$ cat config.mk
export PLATFORM = sky130hd
export DESIGN_NAME = seg_scan_driver
export DESIGN_NICKNAME = d
export VERILOG_FILES = /design/src/rtl/seg_scan_driver.sv
export SDC_FILE = /design/constraint.sdc
export NUM_CORES = 1
export LEC_CHECK = 0
export BUFFER_PORTS_ARGS = -buffer_cell sky130_fd_sc_hd__buf_2
export CAP_MARGIN = 10
export CELL_PAD_IN_SITES_DETAIL_PLACEMENT = 1
export CELL_PAD_IN_SITES_GLOBAL_PLACEMENT = 1
export CORE_MARGIN = 3
export CORE_UTILIZATION = 47
export CTS_BUF_LIST = sky130_fd_sc_hd__clkbuf_2 sky130_fd_sc_hd__clkbuf_4 sky130_fd_sc_hd__clkbuf_8
export CTS_CLUSTER_DIAMETER = 30
export CTS_CLUSTER_SIZE = 30
export DETAILED_ROUTE_END_ITERATION = 16
export GPL_TIMING_DRIVEN = 0
export PLACE_DENSITY = 0.93
export SYNTH_ARGS = -nofsm -noshare
export SYNTH_HDL_FRONTEND = slang
export SYNTH_SLANG_ARGS = --single-unit
$ cat constraint.sdc
create_clock -name CLK -period 3.26 [get_ports CLK]
set_input_delay 0.489 -clock CLK [delete_from_list [all_inputs] [get_ports CLK]]
set_output_delay 0.489 -clock CLK [all_outputs]
set_load 0.01 [all_outputs]
$ cat src/rtl/seg_scan_driver.sv
// Multiplexed N-digit 7-segment scan driver: prescaled digit stepping, frame-synchronous
// data update, hex decode. Optional leading-zero blanking when SEG_LZ_BLANK_EN is defined.
module seg_scan_driver #(
    parameter int N   = 8,
    parameter int K   = 3,
    parameter int DIV = 100000
) (
    input  logic             CLK,
    input  logic             RST,
    input  logic             load,
    input  logic [4*N-1:0]   data_in,
    output logic [N-1:0]     an,
    output logic [6:0]       seg,
    output logic             frame_done
);

    localparam int PW = (DIV > 2) ? $clog2(DIV) : 1;

    logic [PW-1:0]  r_presc;
    logic [K-1:0]   r_idx;
    logic [4*N-1:0] r_disp;
    logic [4*N-1:0] r_pend;
    logic           r_pend_valid;
    logic [N-1:0]   r_an;
    logic [6:0]     r_seg;
    logic           r_frame_done;

    logic           w_tick;
    logic           w_last;
    logic           w_wrap;
    logic [3:0]     w_nib;
    logic [N-1:0]   w_an;
    logic [6:0]     w_seg;

    // Active-low hex decode, segment order {g,f,e,d,c,b,a}
    function automatic logic [6:0] hex_to_seg(input logic [3:0] nib);
        logic [6:0] s;
        case (nib)
            4'h0:    s = 7'h40;
            4'h1:    s = 7'h79;
            4'h2:    s = 7'h24;
            4'h3:    s = 7'h30;
            4'h4:    s = 7'h19;
            4'h5:    s = 7'h12;
            4'h6:    s = 7'h02;
            4'h7:    s = 7'h78;
            4'h8:    s = 7'h00;
            4'h9:    s = 7'h10;
            4'hA:    s = 7'h08;
            4'hB:    s = 7'h03;
            4'hC:    s = 7'h46;
            4'hD:    s = 7'h21;
            4'hE:    s = 7'h06;
            4'hF:    s = 7'h0E;
            default: s = 7'h7F;
        endcase
        return s;
    endfunction

`ifdef SEG_LZ_BLANK_EN
    // A digit is blank when it sits above the most significant nonzero nibble; digit 0 never is
    function automatic logic lz_blank(input logic [4*N-1:0] d, input logic [K-1:0] idx);
        logic [K-1:0] hi;
        hi = '0;
        for (int i = 0; i < N; i++) begin
            if (d[4*i +: 4] != 4'h0) begin
                hi = K'(i);
            end
        end
        return (idx > hi);
    endfunction
`endif

    assign w_tick = (r_presc == PW'(DIV - 1));
    assign w_last = (r_idx == K'(N - 1));
    assign w_wrap = w_tick && w_last;
    assign w_nib  = r_disp[{r_idx, 2'b00} +: 4];

    // Next-cycle digit enable and segment pattern for the current scan slot
    always_comb begin
        w_an = '1;
        for (int i = 0; i < N; i++) begin
            if (r_idx == K'(i)) begin
                w_an[i] = 1'b0;
            end else begin
                w_an[i] = 1'b1;
            end
        end
`ifdef SEG_LZ_BLANK_EN
        if (lz_blank(r_disp, r_idx)) begin
            w_seg = 7'h7F;
        end else begin
            w_seg = hex_to_seg(w_nib);
        end
`else
        w_seg = hex_to_seg(w_nib);
`endif
    end

    // Prescaler and scan index
    always_ff @(posedge CLK) begin
        if (!RST) begin
            r_presc <= '0;
            r_idx   <= '0;
        end else if (w_tick) begin
            r_presc <= '0;
            r_idx   <= w_last ? '0 : r_idx + K'(1);
        end else begin
            r_presc <= r_presc + PW'(1);
        end
    end

    // Pending buffer; the display only changes on a frame boundary so a frame never mixes data
    always_ff @(posedge CLK) begin
        if (!RST) begin
            r_disp       <= '0;
            r_pend       <= '0;
            r_pend_valid <= 1'b0;
        end else if (w_wrap) begin
            if (load) begin
                r_disp <= data_in;
            end else if (r_pend_valid) begin
                r_disp <= r_pend;
            end else begin
                r_disp <= r_disp;
            end
            r_pend_valid <= 1'b0;
        end else if (load) begin
            r_pend       <= data_in;
            r_pend_valid <= 1'b1;
        end else begin
            r_pend_valid <= r_pend_valid;
        end
    end

    // Registered outputs
    always_ff @(posedge CLK) begin
        if (!RST) begin
            r_an         <= '1;
            r_seg        <= 7'h7F;
            r_frame_done <= 1'b0;
        end else begin
            r_an         <= w_an;
            r_seg        <= w_seg;
            r_frame_done <= w_wrap;
        end
    end

    assign an         = r_an;
    assign seg        = r_seg;
    assign frame_done = r_frame_done;

endmodule

; ---- Yosys cells after proc, flatten, opt, wreduce, memory -nomap -nowiden
; Memory sizes are Yosys's and may differ from the RTL's. A register that Yosys moved wholly into a read port is not among the register bits.
; Cells that the tools add are included.
[totals]
regBits = 94
romBits = 112
inputBits = 35
output_inout_bits = 16
elab_cells = 40
mem_count = 1
[op_classes]
add_sub_neg = 2
eq_ne = 8
shifts = 1
n_mux = 11
n_bitwise = 2
reduce_logical = 8
[memory_table]
columns = name, words, word_bits, rd, rd_ports_with_merged_regs, wr, line_no
row1 = (name not given), 16, 7, 1, 1, 0, 38  ; case (nib)
[op_table]
columns = op, count
row1 = $mux 32, 2
row2 = $shiftx 32x6->4, 1
row3 = $add 17x1->17 const B, 1
row4 = $eq 17x17->1 const B, 1
row5 = $eq 3x3->1 const B, 4
row6 = $mux 1, 8
row7 = $eq 3x2->1 const B, 2
row8 = $reduce_and 2->1, 2
row9 = $reduce_or 2->1, 2
row10 = $add 3x1->3 const B, 1
row11 = $eq 3x1->1 const B, 1
row12 = $logic_not 3->1, 1
row13 = $mux 3, 1
row14 = $not 1->1, 2
row15 = $reduce_bool 2->1, 1
row16 = $logic_and 1x1->1, 1
row17 = $logic_not 1->1, 1

; ---- Longest topological paths before layout
; Gate-level depths: netlist of run 1.
[logic_depth]
ltp_word = 4
ltp_mapped = 9
mapped_depth_nobuf = 8

; ---- Worst setup path after synthesis of run 1
; Ideal clock, no wire load.
[synth_timing]
path_type = flip-flop to flip-flop
startpoint = register r_idx[0]
endpoint = register r_seg[3], in the netlist seg[3]
setup_ps = 137
arrival_time_ps = 2296
required_ps = 3123
setup_slack_ps = 828
path_stages_with_launch = 10
path_buffers = 1
path_cell_list = dfxtp_1 buf_2 mux4_2 mux2i_1 inv_1 ha_1 inv_1 a21oi_1 a2111oi_0 a31oi_1
[synth_between]
elab_chain_cells = 1
[synth_lines]
columns = element, line_no
row1 = from (decl), 20  ; logic [K-1:0] r_idx;
row2 = from (signal assigned), 107  ; r_idx <= w_last ? '0 : r_idx + K'(1);
row3 = $shiftx 32x6->4, 77  ; assign w_nib = r_disp[{r_idx, 2'b00} +: 4];
row4 = to (decl), 25  ; logic [6:0] r_seg;
; Every way passes these cells.
; A chain may end at the register's enable or synchronous reset.

; ---- Worst setup path in the final report of run 1
[layout_timing]
startpoint = register r_idx[1]
endpoint = register r_seg[3], in the netlist seg[3]
; Same word-level chain as after synthesis.

==> impl_metrics.toml, run 1 <==
[worst_setup_path]
critical_path.slowest_cell = "sky130_fd_sc_hd__mux4_2"
launching_element_of_the_worst_setup_path = "r_idx[1]"
worstSetupPathType = "flip-flop to flip-flop"
regToRegStartpoint = "r_idx[1]"
cp_common_cell = "sky130_fd_sc_hd__inv_1"
worst_path_largest_cell_delay_ns = 0.54
cell_by_cell_trace_of_the_critical_path = "buf_2 -> mux4_2 -> mux2i_1 -> inv_1 -> ha_1 -> inv_1 -> a21oi_1 -> a2111oi_0 -> a31oi_1"
cp_max_fo = 10
worst_r2r_path_depth = 9
cp_data_required_time_ns = 3.49
r2r_slack_ns = 0.26
critical_path_endpoint = "seg[3]"
worstSetupStartpointType = "flip-flop"
crit_arrival_ns = 3.23
end_kind = "flip-flop"
rr_endpoint = "seg[3]"

[yosys]
ys_seq_elements = 101
netlist.top_cell.by_area = "sky130_fd_sc_hd__dfxtp_1"
synth_largest_type_area_fraction_pct = 44.2
synth_seq_area_share_pct = 44.2
synth_cell_types = 40
synth_top_cells_by_area = "sky130_fd_sc_hd__dfxtp_1 (44%), sky130_fd_sc_hd__mux2i_1 (8.5%), sky130_fd_sc_hd__a211oi_2 (7.7%)"
synth_cells = 479
mappedNetlistNets = 526
synth_warnings = 0
post_synth.cell_area_avg_um2 = 9.54
synthesis.area_um2 = 4570

[drt]
wirelength_met1_um = 5610
dr.first_iter.drc_count = 131
detail_route.vias_per_cell = 5.80
vias = 3903
drt_pass_1_iters = 4
wl_met3_um = 550
detailroute.wirelength.met2_um = 6540
maxUsedRoutingLayer = "met4"
antenna_left = 0
wirelength_um = 13100
drt-wirelength-per-cell_um = 19.5
detail_route.drc_violations = 0

[floorplan]
effective_utilization_at_floorplan_pct = 49.0
dieWidth_um = 105
placeableCoreArea_um2 = 9330
ios = 51
fp.dieH_um = 105
placementRows = 35
die-area_um2 = 10900

[power]
p_comb_share_pct = 7.9
max-vdd-ir-drop_v = 0.000197
clock_power_share_pct = 34.2
internal_power_w = 0.00165
cellLeakagePower_nw = 1.97
power.sequential.fraction_pct = 57.9
power.share.switching_pct = 25.4
switchingPower_w = 0.000562
total_power_w = 0.00221
cellPowerDensity_nw_per_um2 = 429

[cells_and_area]
layout_area_growth_over_synthesis_pct = 12.9
final_net_count = 586
insertedDiodeCount = 0
layout.cell_area.non_filler_um2 = 5160
share_of_post_route_cells_with_drive_strength_above_1_pct = 21.7

[sta]
achievable-frequency_mhz = 333
worst_case_hold_slack_ns = 0.365
final.period_utilization_pct = 92.2
finalMaxSlewViolations = 0
setup_repair_after_global_routing_missed_its_margin = "no"
fin_ws_ns = 0.256
finalSetupTns_ns = 0
worstMarginPinSlew_ns = 0.848
timing.final.crit_period_ns = 3.00
remaining_max_slew_budget_at_the_tightest_pin_pct = 43.4
finalHoldViolations = 0
setup_viol = 0
fin_skew_ns = 0.0102

[clock_network]
clk_pin_slew_worst_paths_ns = 0.10
cts-root-to-sink-buffers = 2
ctsResizeCount = 0
clock_tree_from_tritoncts = "yes"
cts_sinks = 101
clock-root-buffer = "sky130_fd_sc_hd__clkbuf_8"
number_of_levels_the_h_tree_was_split_into = 3
clk-insertion-delay-late_ns = 0.37
cts_hold_buffers = 0
tritoncts.num_buffers = 9
post_cts.repair.setup_buffers = 0

[placed_design]
detailed_place.area_um2 = 4980
io_buffers = 49
hpwl_um = 9640
place.gp.congestion = 0.837
pre_cts_slack_ns = 0.318

[global_routing]
grt_start_max_net_pins = 16
global_route_total_usage_across_every_layer_pct = 24.5
grt-ovfl-total = 0
grt_first_pass_wirelength_um = 21600
first_global_vias = 4180
antenna_violations_before_repair = 0

[outcome]
run_status = "complete, no violations"

[run]
drv_cap = 0

[worst_hold_path]
min_path_type = "input port to flip-flop"
==> synthesized netlist by cell type <==
cell                          n
sky130_fd_sc_hd__nand4_1      5
sky130_fd_sc_hd__nor3_1       5
sky130_fd_sc_hd__nand2_1     45
sky130_fd_sc_hd__buf_6        3
sky130_fd_sc_hd__nand3_4      1
sky130_fd_sc_hd__o31ai_4      1
sky130_fd_sc_hd__mux4_2       6
sky130_fd_sc_hd__o21ai_0     40
sky130_fd_sc_hd__nor2_1      55
sky130_fd_sc_hd__mux2i_1     39
sky130_fd_sc_hd__inv_1        9
sky130_fd_sc_hd__dfxtp_1    101
sky130_fd_sc_hd__clkbuf_1    22
sky130_fd_sc_hd__o221ai_1     3
sky130_fd_sc_hd__o21ai_1      1
sky130_fd_sc_hd__nand2b_1     1
sky130_fd_sc_hd__a21oi_1      7
sky130_fd_sc_hd__or3_1        3
sky130_fd_sc_hd__xor2_1       8
sky130_fd_sc_hd__o22a_1       1
sky130_fd_sc_hd__xnor2_1      5
sky130_fd_sc_hd__and3_1       5
sky130_fd_sc_hd__o22ai_1      1
sky130_fd_sc_hd__ha_1        12
sky130_fd_sc_hd__a22oi_1      1
sky130_fd_sc_hd__a31oi_1      3
sky130_fd_sc_hd__buf_4        3
sky130_fd_sc_hd__a211oi_2    28
sky130_fd_sc_hd__and4bb_1     1
sky130_fd_sc_hd__a211oi_1     6
sky130_fd_sc_hd__a22o_1       1
sky130_fd_sc_hd__nor2b_1      1
sky130_fd_sc_hd__nor3b_1      1
sky130_fd_sc_hd__and4_1       1
sky130_fd_sc_hd__o31ai_1      1
sky130_fd_sc_hd__buf_2        7
sky130_fd_sc_hd__nand3_1     41
sky130_fd_sc_hd__nor4_4       1
sky130_fd_sc_hd__a2111oi_0    1
sky130_fd_sc_hd__mux2_2       3
==> cell usage in the layout, fill, tap and decap left out, types with 3 or more instances in the layout <==
| cell | netlist | routed |
|---|---|---|
| sky130_fd_sc_hd__dfxtp_1 | 101 | 101 |
| sky130_fd_sc_hd__buf_2 | 7 | 56 |
| sky130_fd_sc_hd__nor2_1 | 55 | 55 |
| sky130_fd_sc_hd__nand2_1 | 45 | 45 |
| sky130_fd_sc_hd__nand3_1 | 41 | 41 |
| sky130_fd_sc_hd__o21ai_0 | 40 | 40 |
| sky130_fd_sc_hd__mux2i_1 | 39 | 39 |
| sky130_fd_sc_hd__a211oi_2 | 28 | 28 |
| sky130_fd_sc_hd__clkbuf_1 | 22 | 22 |
| sky130_fd_sc_hd__ha_1 | 12 | 12 |
| sky130_fd_sc_hd__clkbuf_8 | 0 | 10 |
| sky130_fd_sc_hd__inv_1 | 9 | 9 |
| sky130_fd_sc_hd__xor2_1 | 8 | 8 |
| sky130_fd_sc_hd__a21oi_1 | 7 | 7 |
| sky130_fd_sc_hd__mux4_2 | 6 | 6 |
| sky130_fd_sc_hd__a211oi_1 | 6 | 6 |
| sky130_fd_sc_hd__nor3_1 | 5 | 5 |
| sky130_fd_sc_hd__nand4_1 | 5 | 5 |
| sky130_fd_sc_hd__and3_1 | 5 | 5 |
| sky130_fd_sc_hd__xnor2_1 | 5 | 5 |
| sky130_fd_sc_hd__mux2_2 | 3 | 3 |
| sky130_fd_sc_hd__buf_4 | 3 | 3 |
| sky130_fd_sc_hd__buf_6 | 3 | 3 |
| sky130_fd_sc_hd__o221ai_1 | 3 | 3 |
| sky130_fd_sc_hd__a31oi_1 | 3 | 3 |
| sky130_fd_sc_hd__or3_1 | 3 | 3 |
| sky130_fd_sc_hd__clkbuf_4 | 0 | 3 |
==> layer usage <==
layer  vias to the layer above  track usage [%]
met5                         -                0
met4                         0             12.4
met3                        45             4.26
met2                       117             42.6
met1                      1921             29.1
li1                       1820                -
==> state kept, by name, summed over array words and instances, names as in the netlist <==
signal / count
frame_done: 1
r_pend_valid: 1
an: 8
r_presc: 17
r_idx: 3
seg: 7
r_pend: 32
r_disp: 32
==> power groups by stage <==
stage / Combinational [W] / Clock, W / Sequential (W)
floorplan: 0.000101 / 0 / 0.00131
global placement: 0.000162 / 0 / 0.00131
detailed placement: 0.000172 / 0 / 0.00131
CTS: 0.000175 / 0.000757 / 0.00128
global route: 0.000193 / 0.000808 / 0.00129
finish: 0.000175 / 0.000756 / 0.00128
==> cell type report <==
class,count,area (um2)
clock inverter,3,21.3
timing repair buffer,49,245
multi-input combinational,334,2340
clock buffer,13,160
fill,1113,4170
tap,129,161
buffer,35,174
sequential,101,2020
inverter,9,33.8
==> kinds of logic (layout without fill, tap and decap cells) <==
group	after synthesis	count (layout)	share of synthesized area, %
buffers and inverters	44	109	4.55
flip-flops	101	101	44.2
XOR/XNOR	13	13	2.49
adder cells (fa/ha/maj)	12	12	3.29
AND/OR/NAND/NOR	166	166	16.8
multiplexers	48	48	12.2
AO/OA/AOI/OAI	95	95	16.4
==> metrics by stage <==
step	instances	utilization, %
after detailed placement	657	53.3
after global placement	657	53.3
final	673	55.3
after floorplan	479	-
after global routing	673	55.3
after CTS	673	55.3
==> worst max-delay path: cells and delay by family (launching register included) <==
kind | cells | cell delay, ns
adders and majority gates | 1 | 0.27
buffers and inverters | 3 | 0.57
AOI/OAI and AO/OA | 3 | 0.51
muxes | 2 | 0.99
DFF | 1 | 0.51
==> worst min-delay path by stage <==
stage / start / to / slack (ns) / cells after the start
after floorplan: r_presc[0] / r_presc[0] / 0.42 / 1
after detailed placement: r_presc[0] / r_presc[0] / 0.44 / 1
after global routing: data_in[14] / r_pend[14] / 0.37 / 3
after CTS: data_in[17] / r_pend[17] / 0.36 / 3
final: data_in[10] / r_pend[10] / 0.36 / 3
after global placement: r_presc[0] / r_presc[0] / 0.43 / 1
(Power assumes the default switching activity.)
==> inputs of run 2 (changes only) <==
- MAX_ROUTING_LAYER: default -> met4
==> impl_metrics.toml, run 2 (synthesized netlist as in run 1, its figures left out) <==
[clock_network]
clk-insertion-delay-late_ns = 0.37
tritoncts.num_buffers = 9
cts_sinks = 101
number_of_levels_the_h_tree_was_split_into = 3
clock_tree_from_tritoncts = "yes"
clk_pin_slew_worst_paths_ns = 0.09
ctsResizeCount = 0
post_cts.repair.setup_buffers = 0
cts-root-to-sink-buffers = 2
clock-root-buffer = "sky130_fd_sc_hd__clkbuf_8"
cts_hold_buffers = 0

[sta]
setup_repair_after_global_routing_missed_its_margin = "no"
achievable-frequency_mhz = 327
remaining_max_slew_budget_at_the_tightest_pin_pct = 43.6
finalSetupTns_ns = 0
worstMarginPinSlew_ns = 0.846
fin_skew_ns = 0.00910
timing.final.crit_period_ns = 3.05
finalMaxSlewViolations = 0
worst_case_hold_slack_ns = 0.364
setup_viol = 0
finalHoldViolations = 0
final.period_utilization_pct = 93.7

[floorplan]
placeableCoreArea_um2 = 9330
ios = 51
fp.dieH_um = 105
die-area_um2 = 10900
placementRows = 35
effective_utilization_at_floorplan_pct = 49.0
dieWidth_um = 105

[placed_design]
place.gp.congestion = 0.850
hpwl_um = 9640
io_buffers = 49

[drt]
drt_pass_1_iters = 4
dr.first_iter.drc_count = 156
detail_route.vias_per_cell = 5.77
detail_route.drc_violations = 0
wirelength_um = 13100
drt-wirelength-per-cell_um = 19.5
vias = 3882
antenna_left = 0

[worst_setup_path]
rr_endpoint = "seg[3]"
cp_data_required_time_ns = 3.49
cp_max_fo = 10
worst_r2r_path_depth = 9
crit_arrival_ns = 3.28
r2r_slack_ns = 0.21
regToRegStartpoint = "r_idx[0]"
launching_element_of_the_worst_setup_path = "r_idx[0]"
worstSetupStartpointType = "flip-flop"
end_kind = "flip-flop"
worstSetupPathType = "flip-flop to flip-flop"

[cells_and_area]
layout.cells.most_common = "sky130_fd_sc_hd__dfxtp_1"
insertedDiodeCount = 0
largest_registers = "r_disp (32), r_pend (32), r_presc (17)"
share_of_post_route_cells_with_drive_strength_above_1_pct = 21.7
mostFrequentLayoutCells = "sky130_fd_sc_hd__dfxtp_1 (101), sky130_fd_sc_hd__buf_2 (56), sky130_fd_sc_hd__nor2_1 (55)"
layout_area_growth_over_synthesis_pct = 12.9
final_net_count = 586

[power]
total_power_w = 0.00221
max-vdd-ir-drop_v = 0.000197
cellLeakagePower_nw = 1.97
cellPowerDensity_nw_per_um2 = 429

[worst_hold_path]
min_path_type = "input port to flip-flop"
worstHoldPathCells = 3
hp-start = "data_in[29]"
terminating_pin_of_the_worst_hold_path = "r_pend[29]"

[global_routing]
antenna_violations_before_repair = 0
grt-ovfl-total = 0
first_global_vias = 4162
grt_first_pass_wirelength_um = 21600
global_route_total_usage_across_every_layer_pct = 25.2
grt_start_max_net_pins = 16

[outcome]
run_status = "complete, no violations"

[run]
drv_cap = 0
run 2: cell counts in the layout (fill, tap and decap cells not counted):
No cell type changed its count.
run 2: how the worst max path moves through the flow:
| stage | end | depth (start not counted) |
|---|---|---|
| after floorplan | seg[3] | 9 |
| after global placement | seg[3] | 9 |
| after detailed placement | seg[3] | 9 |
| after CTS | seg[3] | 9 |
| after global routing | seg[3] | 9 |
| final | seg[3] | 9 |
run 2: metal layers:
metal	GRT usage [%]	routed length, um
met3	4.08	524
met5	-	0
met1	29.4	5570
met2	42.5	6560
met4	12.4	448
run 2: stage by stage:
step	instance area [um2]	setup WS, ns	cells	util, %
final	5160	0.206	673	55.3
after detailed placement	4980	0.318	657	53.3
after global routing	5160	0.0518	673	55.3
after floorplan	4570	0.828	479	-
after global placement	4980	0.398	657	53.3
after CTS	5160	0.286	673	55.3
run 2: final cells by class:
type	instances	area, um2
plain buffers	35	174
flip-flops and latches	101	2020
clock buffers	13	160
repair buffers	49	245
fillers	1113	4170
inverters	9	33.8
multi-input cells	334	2340
clock inverters	3	21.3
well taps	129	161
run 2: worst max-delay path, stage by stage, from the launching register on:
cell and delay, ns:
sky130_fd_sc_hd__dfxtp_1 0.49, sky130_fd_sc_hd__buf_2 0.35, sky130_fd_sc_hd__mux4_2 0.54, sky130_fd_sc_hd__mux2i_1 0.43, sky130_fd_sc_hd__inv_1 0.18, sky130_fd_sc_hd__ha_1 0.27
sky130_fd_sc_hd__inv_1 0.09, sky130_fd_sc_hd__a21oi_1 0.04, sky130_fd_sc_hd__a2111oi_0 0.41, sky130_fd_sc_hd__a31oi_1 0.09
run 2: report_power, final:
| group | internal (W) | switching (W) | leakage [nW] |
|---|---|---|---|
| clock | 0.000325 | 0.000431 | 0.0939 |
| combinational | 0.0000601 | 0.000115 | 1.05 |
| sequential | 0.00126 | 0.0000164 | 0.824 |
| total | 0.00165 | 0.000563 | 1.97 |
==> inputs of run 3 (changes only) <==
- ABC_AREA: default -> 1
- CORE_UTILIZATION: 47 -> 44
- SKIP_CTS_REPAIR_TIMING: default -> 1
==> impl_metrics.toml, run 3 <==
[clock_network]
tritoncts.num_buffers = 9
cts_sinks = 101
cts-root-to-sink-buffers = 2
number_of_levels_the_h_tree_was_split_into = 3
clock-root-buffer = "sky130_fd_sc_hd__clkbuf_8"
clk_pin_slew_worst_paths_ns = 0.10
clock_tree_from_tritoncts = "yes"
clk-insertion-delay-late_ns = 0.39

[yosys]
synth_warnings = 0
ys_seq_elements = 101
synth_seq_area_share_pct = 38.2
synth_cells = 784
post_synth.cell_area_avg_um2 = 6.75
netlist.top_cell.by_area = "sky130_fd_sc_hd__dfxtp_1"
synth.cells.most_frequent = "sky130_fd_sc_hd__nand2_1 (180), sky130_fd_sc_hd__inv_1 (120), sky130_fd_sc_hd__dfxtp_1 (101)"
synth_top_cells_by_area = "sky130_fd_sc_hd__dfxtp_1 (38%), sky130_fd_sc_hd__nand2_1 (13%), sky130_fd_sc_hd__nand3_1 (8.7%)"
mappedNetlistNets = 831
synth_largest_type_area_fraction_pct = 38.2
synth_cell_types = 29
synth-main-ff-cell = "sky130_fd_sc_hd__dfxtp_1"
synthesis.area_um2 = 5300
library_cell_with_the_highest_instance_count_after_synthesis = "sky130_fd_sc_hd__nand2_1"
synth_enable_flop_cells = 0
synth_async_sr_flop_share_pct = 0

[sta]
final.period_utilization_pct = 76.8
setup_repair_after_global_routing_missed_its_margin = "no"
finalSetupTns_ns = 0
finalMaxSlewViolations = 0
setup_viol = 0
timing.final.crit_period_ns = 2.50
worst_case_hold_slack_ns = 0.429
fin_skew_ns = 0.00984
worstMarginPinSlew_ns = 0.732
remaining_max_slew_budget_at_the_tightest_pin_pct = 50.7
achievable-frequency_mhz = 400
finalHoldViolations = 0

[placed_design]
detailed_place.area_um2 = 5710
place.gp.congestion = 0.851
placed_cells_incl_taps = 975
hpwl_um = 11000
io_buffers = 48

[drt]
dr.first_iter.drc_count = 229
drt-wirelength-per-cell_um = 15.1
drt_pass_1_iters = 4
antenna_left = 0
detail_route.vias_per_cell = 5.23
detail_route.drc_violations = 0
vias = 5184
wirelength_um = 15000

[global_routing]
global_route_total_usage_across_every_layer_pct = 24.4
grt_first_pass_wirelength_um = 25400
grt-ovfl-total = 0
grt_start_max_net_pins = 16
antenna_violations_before_repair = 0
first_global_vias = 5246

[cells_and_area]
layout.cell_area.non_filler_um2 = 5930
insertedDiodeCount = 0
post_layout_nonfiller_instances = 991
postLayoutCoreUtil_pct = 51.1
mostFrequentLayoutCells = "sky130_fd_sc_hd__nand2_1 (180), sky130_fd_sc_hd__inv_1 (120), sky130_fd_sc_hd__dfxtp_1 (101)"
layout.cells.most_common = "sky130_fd_sc_hd__nand2_1"
layout_area_growth_over_synthesis_pct = 12.0
share_of_post_route_cells_with_drive_strength_above_1_pct = 11.8
final_net_count = 890
multi_input_comb_area_um2 = 2570
largest_registers = "r_disp (32), r_pend (32), r_presc (17)"
sequential_cell_area_um2 = 2020
fill_cells = 1599

[worst_setup_path]
worstSetupStartpointType = "flip-flop"
cell_by_cell_trace_of_the_critical_path = "buf_4 -> clkinv_1 -> buf_4 -> nand2_1 -> nand3_1 -> nand3_1 -> o21ai_0 -> ha_1 -> inv_1 -> nand2_1 -> nand3_1 -> nand3_1"
r2r_slack_ns = 0.76
cp_data_required_time_ns = 3.53
worstSetupPathType = "flip-flop to flip-flop"
critPathTopFamily = "buffers and inverters"
worst_path_largest_cell_delay_ns = 0.38
end_kind = "flip-flop"
crit_arrival_ns = 2.77
cp_max_fo = 11
critical_path.n_buffers_inverters = 4
cp_common_cell = "sky130_fd_sc_hd__nand3_1"
critical_path.slowest_cell = "sky130_fd_sc_hd__dfxtp_1"

[floorplan]
effective_utilization_at_floorplan_pct = 45.6
placementRows = 39
fp.dieH_um = 116
placeableCoreArea_um2 = 11600
die-area_um2 = 13400
dieWidth_um = 116
ios = 51

[power]
cellLeakagePower_nw = 2.96
max-vdd-ir-drop_v = 0.000227
cellPowerDensity_nw_per_um2 = 403

[run]
drv_cap = 0

[worst_hold_path]
min_path_type = "input port to flip-flop"

[outcome]
run_status = "complete, no violations"
run 3: cell types whose count changed in the layout (fill, tap and decap cells not counted), sizes merged, moves of 38 or more:
cell | previous run | this run
inv | 9 | 122
nand2 | 45 | 182
nand3 | 42 | 93
nor2 | 55 | 96
o21ai | 41 | 3
run 3: routing by layer:
layer	global-route usage (%)	share of wire, %
met1	31.1	46
met5	-	0
met4	7.42	1.5
met2	39.9	48
met3	4.13	4.3
run 3: area by class of cell:
| cell class | instances | share of cell area, % |
|---|---|---|
| buffer | 47 | 4.03 |
| multi-input combinational | 512 | 43.3 |
| clock buffer | 13 | 2.91 |
| tap | 143 | 3.02 |
| clock inverter | 3 | 0.717 |
| timing repair buffer | 48 | 4.05 |
| sequential | 101 | 34.1 |
| inverter | 124 | 7.85 |
run 3: power breakdown:
group | internal, W | total (W) | leakage (nW) | switching, W
logic | 0.0000820 | 0.000216 | 2.03 | 0.000134
clock network | 0.000426 | 0.000887 | 0.109 | 0.000461
registers | 0.00127 | 0.00129 | 0.826 | 0.0000170
total | 0.00178 | 0.00239 | 2.96 | 0.000612
run 3: stage by stage:
stage	worst slack [ns]	power, W
floorplan	1.34	0.00145
global placement	0.897	0.00152
detailed placement	0.804	0.00153
CTS	0.745	0.00240
global route	0.532	0.00248
finish	0.758	0.00239
run 3: worst paths after layout:
path | cells past startpoint | from | end
min reg2reg | 1 | r_presc[0] | r_presc[0]
max reg2reg | 12 | r_idx[0] | seg[0]
max | 12 | r_idx[0] | seg[0]
min | 5 | data_in[20] | r_pend[20]
run 3: logic make-up after synthesis:
family                     Yosys count  synth area share, %
AOI/OAI and AO/OA                   44                 4.21
and+or+nand+nor                    419                 34.6
DFF                                101                 38.2
muxes                               32                 6.05
adders and majority gates           12                 2.84
xor gates and xnor gates             5                0.827
buffers and inverters              171                 13.3
run 3: worst min-delay path, cell delays in order:
cell and delay (ns):
sky130_fd_sc_hd__buf_2 0.09, sky130_fd_sc_hd__inv_1 0.03, sky130_fd_sc_hd__nand3_1 0.07, sky130_fd_sc_hd__nand2_1 0.05, sky130_fd_sc_hd__nor2_1 0.06
